`config.mk`:
```
export PLATFORM = sky130hd
export DESIGN_NAME = pwr_cntr_sched_flat
export DESIGN_NICKNAME = d
export VERILOG_FILES = /design/src/rtl/pwr_cntr_sched_pkg.sv /design/src/rtl/pwr_cntr_sched_if.sv /design/src/rtl/pwr_cntr_sched_rr_arb.sv /design/src/rtl/pwr_cntr_sched.sv /design/src/flat_wrapper.sv
export SDC_FILE = /design/constraint.sdc
export NUM_CORES = 1
export LEC_CHECK = 0
export CAP_MARGIN = 5
export CORE_MARGIN = 8
export CORE_UTILIZATION = 35
export CTS_CLUSTER_SIZE = 10
export DETAILED_ROUTE_END_ITERATION = 6
export PLACE_DENSITY_LB_ADDON = 0.05
export SKIP_CTS_REPAIR_TIMING = 1
export SYNTH_ARGS = -nofsm -noshare
export SYNTH_HDL_FRONTEND = slang
export SYNTH_SLANG_ARGS = --single-unit
```
`constraint.sdc`:
```
create_clock -name CLK -period 4.4 [get_ports CLK]
set_input_delay 0.44 -clock CLK [delete_from_list [all_inputs] [get_ports CLK]]
set_output_delay 0.44 -clock CLK [all_outputs]
set_load 0.01 [all_outputs]
```
`src/rtl/pwr_cntr_sched_pkg.sv`:
```
// Shared definitions for the power-counter read-modify-write scheduler:
// default geometry, FSM state encoding and a small width helper.
package pwr_cntr_pkg;

    localparam int NREQ_D = 4;   // number of requesters
    localparam int NDIR_D = 2;   // address MSB index (address is NDIR+1 bits)
    localparam int NCNT_D = 4;   // highest valid counter index
    localparam int DW_D   = 32;  // counter width

    typedef enum logic [1:0] {
        ST_IDLE = 2'd0,
        ST_RD   = 2'd1,
        ST_WR   = 2'd2,
        ST_CLR  = 2'd3
    } state_e;

    // Width of an index able to address n items (never less than one bit)
    function automatic int idx_w(input int n);
        return (n > 1) ? $clog2(n) : 1;
    endfunction

endpackage

```
`src/rtl/pwr_cntr_sched_if.sv`:
```
// Requester and counter-memory signals of the scheduler. The scheduler is
// the slave; the gate models and the memory together form the master side.
interface pwr_cntr_sched_if
    import pwr_cntr_pkg::*;
#(
    parameter int NREQ = NREQ_D,
    parameter int NDIR = NDIR_D,
    parameter int DW   = DW_D
);
    logic [NREQ-1:0]          iReq;
    logic [NREQ*(NDIR+1)-1:0] iDir;
    logic                     iClr;
    logic [NREQ-1:0]          oBusy;
    logic [NREQ-1:0]          oAck;
    logic                     oDrop;
    logic                     oErr;
    logic [NDIR:0]            oDir;
    logic                     oLE;
    logic                     oDatoEn;
    logic [DW-1:0]            oDato;
    logic [DW-1:0]            iDato;

    modport master (
        output iReq, iDir, iClr, iDato,
        input  oBusy, oAck, oDrop, oErr, oDir, oLE, oDatoEn, oDato
    );

    modport slave (
        input  iReq, iDir, iClr, iDato,
        output oBusy, oAck, oDrop, oErr, oDir, oLE, oDatoEn, oDato
    );
endinterface

```
`src/rtl/pwr_cntr_sched_rr_arb.sv`:
```
// Combinational round-robin picker: searches the request vector starting
// one position after the pointer, wrapping around, and grants the first hit.
module rr_arb
    import pwr_cntr_pkg::*;
#(
    parameter int NREQ = NREQ_D,
    parameter int IW   = idx_w(NREQ_D)
) (
    input  logic [NREQ-1:0] req,
    input  logic [IW-1:0]   ptr,
    output logic [NREQ-1:0] gnt,
    output logic [IW-1:0]   idx,
    output logic            any
);

    logic [IW-1:0] j_s;
    logic          take_s;

    // Walk pointer+1 .. pointer+NREQ and keep only the first pending entry
    always_comb begin
        gnt    = '0;
        idx    = '0;
        any    = 1'b0;
        j_s    = '0;
        take_s = 1'b0;
        for (int i = 1; i <= NREQ; i++) begin
            j_s      = IW'((int'(ptr) + i) % NREQ);
            take_s   = req[j_s] & ~any;
            gnt[j_s] = gnt[j_s] | take_s;
            idx      = take_s ? j_s : idx;
            any      = any | take_s;
        end
    end

endmodule

```
`src/rtl/pwr_cntr_sched.sv`:
```
// Read-modify-write scheduler for the power-counter memory. Latches
// increment requests, serves them round-robin as a read cycle followed by a
// write of value+1, and runs a zeroing sweep over all counters on demand.
module pwr_cntr_sched
    import pwr_cntr_pkg::*;
#(
    parameter int NREQ = NREQ_D,
    parameter int NDIR = NDIR_D,
    parameter int NCNT = NCNT_D,
    parameter int DW   = DW_D
) (
    input  logic              CLK,
    input  logic              RESET,
    pwr_cntr_sched_if.slave   bus
);

    localparam int AW = NDIR + 1;
    localparam int IW = idx_w(NREQ);
    localparam logic [AW-1:0]   DIR_LAST = AW'(NCNT);
    localparam logic [AW-1:0]   DIR_ONE  = {{(AW-1){1'b0}}, 1'b1};
    localparam logic [DW-1:0]   DAT_ONE  = {{(DW-1){1'b0}}, 1'b1};
    localparam logic [NREQ-1:0] REQ_ONE  = {{(NREQ-1){1'b0}}, 1'b1};

    state_e          state_r;
    logic [IW-1:0]   ptr_r;
    logic [NREQ-1:0] pend_r;
    logic [AW-1:0]   addr_r [NREQ];
    logic            clr_pend_r;
    logic [AW-1:0]   dir_r;
    logic            le_r;
    logic            daten_r;
    logic [DW-1:0]   dato_r;
    logic [NREQ-1:0] ack_r;
    logic            drop_r;
    logic            err_r;

    logic [NREQ-1:0] cap_s;
    logic [NREQ-1:0] bad_s;
    logic [NREQ-1:0] own_s;
    logic            drop_hit_s;
    logic            err_hit_s;
    logic [NREQ-1:0] gnt_s;
    logic [IW-1:0]   gidx_s;
    logic            any_s;

    rr_arb #(.NREQ(NREQ), .IW(IW)) u_arb (
        .req (pend_r),
        .ptr (ptr_r),
        .gnt (gnt_s),
        .idx (gidx_s),
        .any (any_s)
    );

    // Classify incoming requests: accept, drop as duplicate, or flag bad address
    always_comb begin
        cap_s      = '0;
        bad_s      = '0;
        drop_hit_s = 1'b0;
        err_hit_s  = 1'b0;
        for (int k = 0; k < NREQ; k++) begin
            bad_s[k]   = bus.iDir[k*AW +: AW] > DIR_LAST;
            cap_s[k]   = bus.iReq[k] & ~pend_r[k] & ~bad_s[k];
            drop_hit_s = drop_hit_s | (bus.iReq[k] & pend_r[k]);
            err_hit_s  = err_hit_s | (bus.iReq[k] & bad_s[k]);
        end
        own_s = REQ_ONE << ptr_r;
    end

    // Scheduler FSM with request bookkeeping and registered memory-port outputs
    always_ff @(posedge CLK or posedge RESET) begin
        if (RESET) begin
            state_r    <= ST_IDLE;
            ptr_r      <= IW'(NREQ - 1);
            pend_r     <= '0;
            for (int k = 0; k < NREQ; k++) begin
                addr_r[k] <= '0;
            end
            clr_pend_r <= 1'b0;
            dir_r      <= '0;
            le_r       <= 1'b1;
            daten_r    <= 1'b0;
            dato_r     <= '0;
            ack_r      <= '0;
            drop_r     <= 1'b0;
            err_r      <= 1'b0;
        end else begin
            pend_r <= pend_r | cap_s;
            for (int k = 0; k < NREQ; k++) begin
                if (cap_s[k]) begin
                    addr_r[k] <= bus.iDir[k*AW +: AW];
                end
            end
            drop_r <= drop_r | drop_hit_s;
            err_r  <= err_r | err_hit_s;
            ack_r  <= '0;
            // A clear during an increment waits; a clear during a sweep is ignored
            if (bus.iClr && (state_r != ST_CLR)) begin
                clr_pend_r <= 1'b1;
            end

            case (state_r)
                ST_IDLE: begin
                    if (clr_pend_r) begin
                        state_r <= ST_CLR;
                        dir_r   <= '0;
                        le_r    <= 1'b0;
                        daten_r <= 1'b1;
                        dato_r  <= '0;
                    end else if (any_s) begin
                        state_r <= ST_RD;
                        dir_r   <= addr_r[gidx_s];
                        ptr_r   <= gidx_s;
                    end
                end
                ST_RD: begin
                    // Capture read data already incremented; wraps modulo 2^DW
                    state_r <= ST_WR;
                    le_r    <= 1'b0;
                    daten_r <= 1'b1;
                    dato_r  <= bus.iDato + DAT_ONE;
                end
                ST_WR: begin
                    state_r <= ST_IDLE;
                    le_r    <= 1'b1;
                    daten_r <= 1'b0;
                    dato_r  <= '0;
                    pend_r  <= (pend_r | cap_s) & ~own_s;
                    ack_r   <= own_s;
                end
                ST_CLR: begin
                    if (dir_r == DIR_LAST) begin
                        state_r    <= ST_IDLE;
                        le_r       <= 1'b1;
                        daten_r    <= 1'b0;
                        clr_pend_r <= 1'b0;
                    end else begin
                        dir_r <= dir_r + DIR_ONE;
                    end
                end
                default: begin
                    state_r <= ST_IDLE;
                    le_r    <= 1'b1;
                    daten_r <= 1'b0;
                    dato_r  <= '0;
                end
            endcase
        end
    end

    assign bus.oBusy   = pend_r;
    assign bus.oAck    = ack_r;
    assign bus.oDrop   = drop_r;
    assign bus.oErr    = err_r;
    assign bus.oDir    = dir_r;
    assign bus.oLE     = le_r;
    assign bus.oDatoEn = daten_r;
    assign bus.oDato   = dato_r;

endmodule
```
`src/flat_wrapper.sv`:
```
// flat-port wrapper written by rule: the top's interface ports become plain ports
module pwr_cntr_sched_flat import pwr_cntr_pkg::*;
#(
    parameter int NREQ = NREQ_D,
    parameter int NDIR = NDIR_D,
    parameter int NCNT = NCNT_D,
    parameter int DW   = DW_D
)
  (CLK, RESET, bus_iReq, bus_iDir, bus_iClr, bus_iDato, bus_oBusy, bus_oAck, bus_oDrop, bus_oErr, bus_oDir, bus_oLE, bus_oDatoEn, bus_oDato);
  pwr_cntr_sched_if #(.NREQ(NREQ), .NDIR(NDIR), .DW(DW)) bus_i ();
  input  logic CLK;
  input  logic RESET;
  input wire logic [$bits(bus_i.iReq)-1:0] bus_iReq;
  input wire logic [$bits(bus_i.iDir)-1:0] bus_iDir;
  input wire logic [$bits(bus_i.iClr)-1:0] bus_iClr;
  input wire logic [$bits(bus_i.iDato)-1:0] bus_iDato;
  output wire logic [$bits(bus_i.oBusy)-1:0] bus_oBusy;
  output wire logic [$bits(bus_i.oAck)-1:0] bus_oAck;
  output wire logic [$bits(bus_i.oDrop)-1:0] bus_oDrop;
  output wire logic [$bits(bus_i.oErr)-1:0] bus_oErr;
  output wire logic [$bits(bus_i.oDir)-1:0] bus_oDir;
  output wire logic [$bits(bus_i.oLE)-1:0] bus_oLE;
  output wire logic [$bits(bus_i.oDatoEn)-1:0] bus_oDatoEn;
  output wire logic [$bits(bus_i.oDato)-1:0] bus_oDato;
  assign bus_i.iReq = bus_iReq;
  assign bus_i.iDir = bus_iDir;
  assign bus_i.iClr = bus_iClr;
  assign bus_i.iDato = bus_iDato;
  assign bus_oBusy = bus_i.oBusy;
  assign bus_oAck = bus_i.oAck;
  assign bus_oDrop = bus_i.oDrop;
  assign bus_oErr = bus_i.oErr;
  assign bus_oDir = bus_i.oDir;
  assign bus_oLE = bus_i.oLE;
  assign bus_oDatoEn = bus_i.oDatoEn;
  assign bus_oDato = bus_i.oDato;
  pwr_cntr_sched #(.NREQ(NREQ), .NDIR(NDIR), .NCNT(NCNT), .DW(DW)) u_core (.CLK(CLK), .RESET(RESET), .bus(bus_i));
endmodule
```
### Word level (Yosys, flattened, before mapping)

Cells that the tools add are included.
Widths: inputs -> output; s select.

| cells by class | value |
|---|---|
| $add $sub $neg | 6 |
| $lt $le $gt $ge | 9 |
| eq/ne operators | 9 |
| shift-type cells | 1 |
| muxes and demuxes | 36 |
| bitwise operators | 46 |
| reduce and logical (&&, ||, !) cells | 9 |

Operators with widths:

| cell | number |
|---|---|
| $pmux 32 s3 | 1 |
| $add 32x1->32 const B | 1 |
| $mux 32 | 1 |
| $and 1x1->1 | 19 |
| $mux 3 | 5 |
| $mux 2 | 7 |
| $gt 3x3->1 const B | 4 |
| $lt 2x3->1 const B | 4 |
| $not 1->1 | 12 |
| $mux 1 | 11 |
| $or 1x1->1 | 11 |
| $bmux 1 s2 | 4 |
| $mux 4 | 2 |
| $pmux 1 s4 | 2 |
| $pmux 2 s4 | 1 |
| $bmux 3 s2 | 1 |
| $pmux 3 s2 | 1 |
| $reduce_and 2->1 | 3 |
| $reduce_and 3->1 | 2 |
| $add 2x1->2 const B | 2 |
| $add 2x2->2 const B | 2 |
| $and 4x4->4 | 1 |
| $eq 2x2->1 const B | 2 |
| $ne 2x1->1 const B | 2 |
| 14 further kinds | 15 |

| storage, ports and cells | value |
|---|---|
| bits in registers | 64 |
| bits of input ports | 51 |
| word-level logic and storage cells | 131 |

### Depth between registers and ports, before layout

| depth | value |
|---|---|
| depth in word-level cells | 19 |
| gate-level depth with buffers | 9 |

### Hierarchy

Synthesis repeated with hierarchy kept, for this count alone.

| unflattened totals | value |
|---|---|
| cell total of the unflattened synthesis | 462 |
| area total of the unflattened synthesis | 4,081.4 um^2 |

Modules (own cells, without submodules):

| module | instances | cells an instance | area each (um^2) | seq. area each (um^2) |
|---|---|---|---|---|
| pwr_cntr_sched | 1 | 369 | 3,432.0 | 1,605.3 |
| rr_arb | 1 | 93 | 649.4 | 0.0 |

### Worst setup path after synthesis

OpenSTA, ideal clock, no wires.

| path | value |
|---|---|
| path kind | register to register |
| start | register u_core.ptr_r[0] |
| end | register u_core.dir_r[2] (netlist: u_core.bus.oDir[2]) |
| arrival | 2.143 ns |
| path slack | 2.131 ns |
| stages on the path, launching flop included | 9 |
| path through | dfstp_2 -> buf_6 -> inv_1 -> ha_1 -> mux4_2 -> o32ai_2 -> nor2_8 -> mux2i_1 -> o32a_1 |

| on the way | value |
|---|---|
| longest elaborated chain between the ends | 19 |

RTL lines:

| item | line | source |
|---|---|---|
| start, declared | pwr_cntr_sched.sv:25 | `logic [IW-1:0] ptr_r;` |
| start signal, assigned | pwr_cntr_sched.sv:73 | `ptr_r <= IW'(NREQ - 1);` |
| start signal, assigned | pwr_cntr_sched.sv:112 | `ptr_r <= gidx_s;` |
| $add 2x1->2 | pwr_cntr_sched_rr_arb.sv:27 | `j_s = IW'((int'(ptr) + i) % NREQ);` |
| $bmux 1 s2 | pwr_cntr_sched_rr_arb.sv:28 | `take_s = req[j_s] & ~any;` |
| $mux 1 (not written as such) | pwr_cntr_sched_rr_arb.sv:28 |  |
| $not 1->1 | pwr_cntr_sched_rr_arb.sv:28 |  |
| $and 1x1->1 | pwr_cntr_sched_rr_arb.sv:28 |  |
| $or 1x1->1 | pwr_cntr_sched_rr_arb.sv:31 | `any = any \| take_s;` |
| $not 1->1 | pwr_cntr_sched_rr_arb.sv:28 |  |
| $and 1x1->1 | pwr_cntr_sched_rr_arb.sv:28 |  |
| [2 not listed] | -- |  |
| $and 1x1->1 | pwr_cntr_sched_rr_arb.sv:28 |  |
| $mux 2 | pwr_cntr_sched_rr_arb.sv:30 | `idx = take_s ? j_s : idx;` |
| $not 2->3 (not written as such) | pwr_cntr_sched.sv:111 | `dir_r <= addr_r[gidx_s];` |
| $bmux 3 s2 | pwr_cntr_sched.sv:111 |  |
| $mux 3 (not written as such) (2 in a row) | pwr_cntr_sched.sv:111 |  |
| $mux 3 | pwr_cntr_sched.sv:109 | `end else if (any_s) begin` |
| $mux 3 | pwr_cntr_sched.sv:103 | `if (clr_pend_r) begin` |
| $pmux 3 s2 | pwr_cntr_sched.sv:101 | `case (state_r)` |
| end signal, assigned | pwr_cntr_sched.sv:111 |  |
| end signal, assigned | pwr_cntr_sched.sv:137 | `dir_r <= dir_r + DIR_ONE;` |
| end, declared | pwr_cntr_sched.sv:29 | `logic [AW-1:0] dir_r;` |

Several ways; a longest one is shown, not always the timed one. The select of a mux whose other input is x is not followed.
A chain may end at the register's enable or synchronous reset.

### Worst setup path in the final report

Ends and elaborated chain as after synthesis.

==> impl_metrics.yaml <==
outcome:
  status: "completed"
synth:
  synth-seq-area-share: 0.451
  synth.avg_cell_area_um2: 9.81
  synth_edf_count: 0
  syn_nets: 426
  synthFlopType: "dfrtp_1"
  ys_ff_latch: 64
  yosysUniqueCellTypes: 56
  synthesis.area_um2: 3560
  async_flop_share: 1.00
  yosys_warnings: 0
  synthCells: 363
setup_path:
  r2r-end: "u_core.bus.oDir[2]"
  r2r_cells: 7
  cp.required_ns: 4.63
  worstReg2RegStart: "u_core.ptr_r[0]"
  cp.arrival_ns: 2.65
  rrSetupSlack_ns: 1.98
  cp_max_fo: 9
  end_kind: "flip-flop"
  start_kind: "flip-flop"
  criticalPathCategory: "reg -> reg"
flow_run:
  cap_violations: 0
detailed_routing:
  post_drt_via_cell_ratio: 4.98
  wl_per_cell_um: 16.3
  wl_um: 9830
  drc: 0
  dr.pass1.iters: 4
  vias: 2997
  drt_iter0_drc: 146
  antenna_left: 0
timing:
  worstMarginPinSlew_ns: 0.888
  finalHoldViolations: 0
  fin_setup_tns_ns: 0
  rsz0062_at_grt: "no"
  fin_ws_ns: 1.98
  finalSetupViolations: 0
  post-route-period-util: 0.550
  slew-limit-headroom: 0.407
  final_max_slew_viol_count: 0
  worst_clock_skew_ns: 0.00674
  fmax_ghz: 0.413
  post-route-min-period_ns: 2.42
final_layout:
  antenna_cells: 0
  nFillCells: 1023
  final_area_um2: 4890
  area_growth_pct: 37.2
  drive_above_1_share: 0.105
  fin_util: 0.484
  nets: 524
global_routing:
  grt_overflow_total: 0
  grt_max_degree: 45
  antenna_found_initial: 0
  grt_pass1_wl_um: 16000
  first_global_vias: 3113
  grt_usage: 0.152
die:
  ios: 98
  fp.dieArea_um2: 13700
  core_area_um2: 10100
  chipHeight_um: 117
  die_x_um: 117
  rows: 37
  start_util: 0.353
min_path:
  hold_path_end: "u_core.bus.oDatoEn"
  hp-class: "reg -> reg"
  worstHoldStart: "u_core.bus.oDatoEn"
  min_path_cells: 1
clock_network:
  cts_tree: "done"
  clk_pin_slew_worst_paths_ns: 0.07
  clock_latency_ns: 0.35
  htreeDepth: 3
  cts_buffers: 9
  clockRootBuffer: "clkbuf_8"
  cts.path.max_buffers: 2
  clkSinkCount: 64
place:
  io_buffers: 97
  gp_congestion: 0.773
  place_ws_ns: 1.81
  placed_cell_area_um2: 4650
  dp_hpwl_um: 7560
power:
  p_total_mw: 2.75
  p_leak_nw: 1.97
  powerDensity_nw_per_um2: 563
  ir_drop_v: 0.000189
[final cells by class]
| type | count | area [um2] | share of cell area |
|---|---|---|---|
| Clock buffer | 15 | 206 | 0.0423 |
| Clock inverter | 1 | 30.0 | 0.00615 |
| Inverter | 11 | 41.3 | 0.00845 |
| Multi-Input combinational cell | 276 | 1850 | 0.378 |
| Sequential cell | 64 | 1610 | 0.329 |
| Tap cell | 136 | 170 | 0.0348 |
| Timing Repair Buffer | 99 | 986 | 0.202 |
[worst max-delay path by stage]
stage / slack, ns / endpoint / startpoint
after detailed placement: 1.81 / u_core.bus.oDato[31] / bus_iDato[2]
final: 1.98 / u_core.bus.oDir[2] / u_core.ptr_r[0]
after global routing: 1.76 / u_core.bus.oDato[4] / u_core.state_r[0]
after global placement: 1.81 / u_core.bus.oDato[29] / bus_iDato[2]
after CTS: 1.96 / u_core.bus.oDir[2] / u_core.ptr_r[0]
after floorplan: 2.13 / u_core.bus.oDir[2] / u_core.ptr_r[0]
[cells in the mapped netlist (2+ instances only)]
master,n,share of area
nand2_1,63,0.066
dfrtp_1,61,0.43
o21ai_0,22,0.031
nor2_1,20,0.021
xor2_1,18,0.044
nand3_1,14,0.020
mux2_2,13,0.041
ha_1,12,0.042
xnor2_1,12,0.030
o21ai_1,11,0.015
a21oi_1,10,0.014
inv_1,10,0.011
nand4_1,9,0.016
o31ai_1,8,0.017
clkbuf_1,7,0.0074
mux2i_1,7,0.020
and4_1,6,0.015
and2_1,5,0.0088
nand3b_1,4,0.0084
o211ai_1,4,0.0084
and3_1,3,0.0053
dfstp_2,3,0.022
buf_4,2,0.0042
buf_6,2,0.0063
mux2_4,2,0.0084
nand2b_1,2,0.0035
nor4_1,2,0.0035
o21ai_2,2,0.0049
o32a_1,2,0.0056
[flip-flops by register name, summed over array words and instances, names as in the netlist]
name                cells
u_core.ptr_r            2
u_core.bus.oBusy        4
u_core.bus.oAck         4
u_core.clr_pend_r       1
u_core.bus.oDir         3
u_core.state_r          2
u_core.bus.oDato       32
u_core.bus.oDatoEn      1
u_core.bus.oLE          1
u_core.addr_r          12
u_core.bus.oDrop        1
u_core.bus.oErr         1
[power by group]
group	internal [mW]	total (mW)	switching [mW]
Sequential	0.808	0.995	0.187
Clock	0.355	0.588	0.233
Combinational	0.592	1.17	0.576
Total	1.75	2.75	0.996
[metrics by stage]
stage	cells	hold slack [ns]
global route	602	0.508
floorplan	363	0.479
finish	602	0.479
detailed placement	586	0.469
global placement	586	0.459
CTS	602	0.487
[routing by layer]
layer,track usage,share of wire,up-vias
met5,0,0,-
met4,0.0640,0.010,0
met3,0.0375,0.064,9
met2,0.241,0.46,66
met1,0.194,0.46,1447
li1,-,-,1475
[worst max-delay path, stage by stage, from the launching register on]
cell and delay (ns):
dfstp_2 0.65, inv_1 0.11, ha_1 0.32, mux4_2 0.32, o32ai_2 0.30, nor2_8 0.10, mux2i_1 0.15, o32a_1 0.34
[cell families after synthesis]
logic type / count (synthesis) / synth area share
compound gates: 71 / 0.128
xor+xnor: 30 / 0.0738
simple gates: 140 / 0.199
mux: 23 / 0.0755
flops: 64 / 0.451
buf+inv: 23 / 0.0309
fa+ha+maj: 12 / 0.0421
[layout by cell type, fill, tap and decap left out, types with 2 or more instances in the layout]
master / netlist / final
and2_1: 5 / 5
nand3_1: 14 / 14
o21ai_0: 22 / 22
clkdlybuf4s50_1: 0 / 97
and4_1: 6 / 6
ha_1: 12 / 12
a21oi_1: 10 / 10
clkbuf_8: 0 / 15
nand2_1: 63 / 63
buf_4: 2 / 2
nand4_1: 9 / 9
inv_1: 10 / 9
dfrtp_1: 61 / 61
nand3b_1: 4 / 4
mux2i_1: 7 / 7
nand2b_1: 2 / 2
xor2_1: 18 / 18
xnor2_1: 12 / 12
o21ai_1: 11 / 11
nor2_1: 20 / 20
o32a_1: 2 / 2
mux2_4: 2 / 2
and3_1: 3 / 3
nor4_1: 2 / 2
o211ai_1: 4 / 4
mux2_2: 13 / 13
o21ai_2: 2 / 2
o31ai_1: 8 / 8
dfstp_2: 3 / 3
(Power assumes the default switching activity.)
